==> config.mk <==
export PLATFORM = sky130hd
export DESIGN_NAME = npc_ctrl
export DESIGN_NICKNAME = d
export VERILOG_FILES = /design/src/rtl/npc_pkg.sv /design/src/rtl/npc_ctrl_br_cond_sel.sv /design/src/rtl/npc_ctrl.sv
export SDC_FILE = /design/constraint.sdc
export NUM_CORES = 1
export LEC_CHECK = 0
export BUFFER_PORTS_ARGS = -buffer_cell sky130_fd_sc_hd__buf_2
export CAP_MARGIN = 10
export CORE_MARGIN = 1
export CORE_UTILIZATION = 35
export DETAILED_ROUTE_END_ITERATION = 12
export SKIP_CTS_REPAIR_TIMING = 1
export SLEW_MARGIN = 10
export SYNTH_ARGS = -nofsm -noshare
export SYNTH_HDL_FRONTEND = slang
export SYNTH_SLANG_ARGS = --single-unit
==> constraint.sdc <==
create_clock -name clk -period 7.4 [get_ports clk]
set_input_delay 0.74 -clock clk [delete_from_list [all_inputs] [get_ports clk]]
set_output_delay 0.74 -clock clk [all_outputs]
set_load 0.01 [all_outputs]
==> src/rtl/npc_pkg.sv <==
// Shared definitions for the ID-stage next-PC unit: control-transfer codes,
// the PC increment, the default reset vector and the branch-offset helper.
package npc_pkg;

  localparam logic [3:0] BR_NONE = 4'd0;
  localparam logic [3:0] BEQ     = 4'd1;
  localparam logic [3:0] BNE     = 4'd2;
  localparam logic [3:0] BLTZ    = 4'd3;
  localparam logic [3:0] BLEZ    = 4'd4;
  localparam logic [3:0] BGTZ    = 4'd5;
  localparam logic [3:0] BGEZ    = 4'd6;
  localparam logic [3:0] J       = 4'd7;
  localparam logic [3:0] JAL     = 4'd8;
  localparam logic [3:0] JR      = 4'd9;
  localparam logic [3:0] JALR    = 4'd10;

  localparam logic [31:0] PC_STEP      = 32'd4;
  localparam logic [31:0] PC_RESET_DEF = 32'h0000_3000;

  // Word offset of a conditional branch, sign-extended to a byte offset.
  function automatic logic signed [31:0] br_offset(input logic [15:0] imm16);
    return {{14{imm16[15]}}, imm16, 2'b00};
  endfunction

endpackage

==> src/rtl/npc_ctrl_br_cond_sel.sv <==
// Maps the decoded control-transfer type and comparator flags to a
// redirect condition, and flags register-indirect jumps.
module br_cond_sel
  import npc_pkg::*;
(
  input  logic [3:0] br_type,
  input  logic       eq,
  input  logic       neq,
  input  logic       ltz,
  input  logic       lez,
  input  logic       gtz,
  input  logic       gez,
  output logic       cond,
  output logic       is_jr
);

  always_comb begin
    cond  = 1'b0;
    is_jr = 1'b0;
    case (br_type)
      BEQ:       cond = eq;
      BNE:       cond = neq;
      BLTZ:      cond = ltz;
      BLEZ:      cond = lez;
      BGTZ:      cond = gtz;
      BGEZ:      cond = gez;
      J, JAL:    cond = 1'b1;
      JR, JALR: begin
        cond  = 1'b1;
        is_jr = 1'b1;
      end
      default:   cond = 1'b0;
    endcase
  end

endmodule

==> src/rtl/npc_ctrl.sv <==
// ID-stage next-PC unit: fetch PC register, branch/jump targets, link value
// and sticky misaligned-JR error. NPC_BRANCH_STATS_EN adds branch counters.
module npc_ctrl
  import npc_pkg::*;
#(
  parameter logic [31:0] PC_RESET = PC_RESET_DEF,
  parameter int          STAT_W   = 32
) (
  input  logic              clk,
  input  logic              reset,
  input  logic              stall,
  input  logic [3:0]        br_type,
  input  logic              eq,
  input  logic              neq,
  input  logic              ltz,
  input  logic              lez,
  input  logic              gtz,
  input  logic              gez,
  input  logic [31:0]       pc_id,
  input  logic [15:0]       imm16,
  input  logic [25:0]       index26,
  input  logic [31:0]       rs_data,
  output logic [31:0]       pc_if,
  output logic [31:0]       link_pc,
  output logic              taken,
  output logic              addr_err,
  output logic [31:0]       addr_err_pc
`ifdef NPC_BRANCH_STATS_EN
  ,
  output logic [STAT_W-1:0] br_cnt,
  output logic [STAT_W-1:0] br_taken_cnt
`endif
);

  logic        cond;
  logic        is_jr;
  logic [31:0] pc_plus4;
  logic [31:0] br_tgt;
  logic [31:0] j_tgt;
  logic [31:0] jr_tgt;
  logic [31:0] tgt;
  logic        err_set;

  logic [31:0] pc_q, pc_d;
  logic        addr_err_q, addr_err_d;
  logic [31:0] addr_err_pc_q, addr_err_pc_d;

  br_cond_sel u_cond (
    .br_type (br_type),
    .eq      (eq),
    .neq     (neq),
    .ltz     (ltz),
    .lez     (lez),
    .gtz     (gtz),
    .gez     (gez),
    .cond    (cond),
    .is_jr   (is_jr)
  );

  assign pc_plus4 = pc_id + PC_STEP;
  assign br_tgt   = pc_plus4 + br_offset(imm16);
  assign j_tgt    = {pc_plus4[31:28], index26, 2'b00};
  assign jr_tgt   = {rs_data[31:2], 2'b00};

  always_comb begin
    tgt = br_tgt;
    if (is_jr)
      tgt = jr_tgt;
    else if (br_type == J || br_type == JAL)
      tgt = j_tgt;
  end

  assign taken   = cond & ~stall;
  assign link_pc = pc_id + 32'd8;
  assign err_set = ~stall & is_jr & (rs_data[1:0] != 2'b00);

  // Misaligned JR/JALR still redirects to the word-aligned target.
  always_comb begin
    pc_d          = pc_q;
    addr_err_d    = addr_err_q | err_set;
    addr_err_pc_d = addr_err_pc_q;
    if (!stall)
      pc_d = taken ? tgt : pc_q + PC_STEP;
    if (err_set && !addr_err_q)
      addr_err_pc_d = pc_id;
  end

  always_ff @(posedge clk or negedge reset) begin
    if (!reset) begin
      pc_q          <= PC_RESET;
      addr_err_q    <= 1'b0;
      addr_err_pc_q <= 32'd0;
    end else begin
      pc_q          <= pc_d;
      addr_err_q    <= addr_err_d;
      addr_err_pc_q <= addr_err_pc_d;
    end
  end

  assign pc_if       = pc_q;
  assign addr_err    = addr_err_q;
  assign addr_err_pc = addr_err_pc_q;

`ifdef NPC_BRANCH_STATS_EN
  logic [STAT_W-1:0] br_cnt_q, br_cnt_d;
  logic [STAT_W-1:0] br_taken_cnt_q, br_taken_cnt_d;
  logic              is_xfer;

  function automatic logic [STAT_W-1:0] sat_inc(input logic [STAT_W-1:0] v);
    return (&v) ? v : v + STAT_W'(1);
  endfunction

  assign is_xfer = ~stall & (br_type >= BEQ) & (br_type <= JALR);

  always_comb begin
    br_cnt_d       = is_xfer ? sat_inc(br_cnt_q) : br_cnt_q;
    br_taken_cnt_d = taken ? sat_inc(br_taken_cnt_q) : br_taken_cnt_q;
  end

  always_ff @(posedge clk or negedge reset) begin
    if (!reset) begin
      br_cnt_q       <= '0;
      br_taken_cnt_q <= '0;
    end else begin
      br_cnt_q       <= br_cnt_d;
      br_taken_cnt_q <= br_taken_cnt_d;
    end
  end

  assign br_cnt       = br_cnt_q;
  assign br_taken_cnt = br_taken_cnt_q;
`endif

endmodule

==> out/metrics.yaml <==
synth:
  synthCells: 772
  synth_top_cell_by_area: "dfrtp_1"
  seq_area_frac_synth: 0.263
  async_flop_share: 1.00
  synth_top_area_share: 0.255
  ys_ff_latch: 65
  ys.flop_type: "dfrtp_1"
  synthTopCellsByArea: "dfrtp_1, ha_1, xnor2_1"
  syn_area_sq_mm: 0.00619
  syn_avg_cell_area_sq_um: 8.01
  yosysWarnings: 0
  synth_edf_count: 0
  synth.net_count: 928
  yosys.cell_types.count: 67
cts:
  cts_buffers: 9
  path_clk_slew_ps: 60
  root_buffer: "clkbuf_16"
  cts.sinks: 65
  cts_buffer_depth: 2
  cts_tree: "done"
  clock_latency_ps: 330
  htree_levels: 3
grt:
  grt_pass1_wl_mm: 31.2
  grt-ovfl-total: 0
  grtUsageTotal: 0.218
  grt_max_degree: 66
  grt_pass1_vias: 6026
  antenna_found_initial: 1
worst_setup_path:
  cp.required_ps: 7610
  cp_num_buf_inv: 1
  arrival_ps: 4590
  path_class: "input pin to register"
  cp_slowest_cell: "ha_1"
  cp-end-kind: "register"
  cp_slowest_stage_delay_ps: 340
  start_kind: "input pin"
  path_max_fanout: 5
  crit_chain: "buf_2 > ha_1 > nand3_1 > or2_4 > nor2_4 > and3_4 > and3_1 > nand2_1 > xnor2_1 > ha_1 > a21o_1 > a21o_1 > a221oi_1 > o21ai_0 > a21oi_1 > or4_1 > a21oi_1 > or3_1 > a21boi_0 > o21ai_0"
  crit_family: "simple AND/OR/NAND/NOR gates"
power:
  ir_worst_vdd_uv: 138
  p_leak_nw: 3.52
  p_per_area_mw_per_mm2: 227
place:
  portBuffers: 216
  dp_slack_ps: 2710
  place_hpwl_mm: 15.4
  gp_congestion: 0.843
sta:
  skew_ps: 5.90
  clock.fmax_mhz: 228
  hold_viol: 0
  min_period_ps: 4380
  setup_tns_ps: 0
  setup_viol: 0
  setup_ws_ps: 3020
  slew_headroom: 0.251
  slew_viol_final: 0
  rsz0062_at_grt: "no"
  worstMarginPinSlew_ps: 1110
  finalCritPeriodShare: 0.592
  whs_ps: 477
layout:
  final_common_cell: "buf_2"
  insertedDiodeCount: 0
  utilization: 0.449
  layout_common_cells: "buf_2, nand2_1, a21oi_1, dfrtp_1, nor2_1"
  drive_gt1_frac: 0.303
  areaGrowthSynthToFinish_pct: 25.6
  fin_nets: 1118
routing:
  vias: 6316
  avgViaCountPerCell: 5.30
  drc_errors: 0
  drt_iter0_drc: 242
  routed_wl_mm: 19.7
  wl_per_cell_um: 16.5
  drt_first_pass_iters: 5
  antenna_left: 0
floorplan:
  rows: 48
  fp.dieH_um: 135
  die_w_um: 135
  io_pins: 217
  die_area_sq_mm: 0.0182
  initial_core_util: 0.358
  core_region_area_sq_mm: 0.0173
status:
  status: "finished, final reports clean"
job:
  drv_cap: 0
min_path:
  hp-class: "register to register"
-- cells in the mapped netlist, types with 9 or more instances --
cell      instances
xnor2_1          51
nor3_1           15
xor2_1           30
nand3_1          38
o21ai_0          51
nand4_1          22
a21o_1           19
mux2_2           33
buf_4             9
ha_1             36
buf_2            11
dfrtp_1          63
a21oi_1          63
nor2_1           61
inv_1            11
clkbuf_1         23
nand2_1          99
o211ai_1         14
-- report_power, final --
part	switching [W]	internal, W	leakage (nW)
Clock	0.000166	0.000357	0.175
Sequential	0.000105	0.000473	0.787
Combinational	0.000364	0.000299	2.56
Total	0.000635	0.00113	3.52
-- worst min-delay path, cell delays in order (launching register included) --
cell and delay [ps]:
dfrtp_1 340, nand2_1 50, nand2_1 50
-- per-stage QoR --
stage / cells / cell area, sq um / total power [W]
finish: 1192 / 7770 / 0.00176
global route: 1192 / 7770 / 0.00188
CTS: 1192 / 7770 / 0.00178
detailed placement: 1176 / 7410 / 0.00125
global placement: 1176 / 7410 / 0.00124
floorplan: 772 / 6190 / 0.000970
-- worst paths after layout --
path / startpoint / endpoint / slack (ps) / depth (start not counted)
setup / recovery: pc_id[4] / pc_if[30] / 3020 / 20
hold / removal: pc_if[0] / pc_if[0] / 480 / 2
setup reg to reg: pc_if[5] / pc_if[31] / 4800 / 9
hold reg to reg: pc_if[0] / pc_if[0] / 480 / 2
max in group asynchronous: reset / addr_err_pc[16] / 6210 / 2
min in group asynchronous: reset / pc_if[8] / 610 / 2
-- layout make-up --
cell class	count	area, sq um
clock buffer	12	267
clock inverter	4	97.6
fill	1770	9520
inverter	11	41.3
multi-input combinational	652	4320
sequential	65	1630
tap	225	282
timing repair buffer	223	1130
-- kinds of logic (layout without fill, tap and decap cells) --
| group | Yosys count | after routing | share of synthesized area |
|---|---|---|---|
| muxes | 34 | 34 | 0.0617 |
| DFF | 65 | 65 | 0.263 |
| and+or+nand+nor | 286 | 286 | 0.221 |
| buffers and inverters | 55 | 250 | 0.0411 |
| adders and majority gates | 37 | 37 | 0.0761 |
| xor gates and xnor gates | 82 | 82 | 0.117 |
| AOI/OAI and AO/OA | 213 | 213 | 0.219 |
-- flip-flops by register name, indices dropped and copies added (netlist names) --
name,flops
addr_err_pc,32
addr_err,1
pc_if,32
-- metal layers --
metal	track usage	vias to the layer above	share of wire
met4	0.0581	0	0.011
met1	0.301	2902	0.48
met2	0.342	204	0.44
li1	-	3196	-
met3	0.0488	14	0.069
met5	0	-	0
No activity file was read; power rests on OpenSTA's default activity.
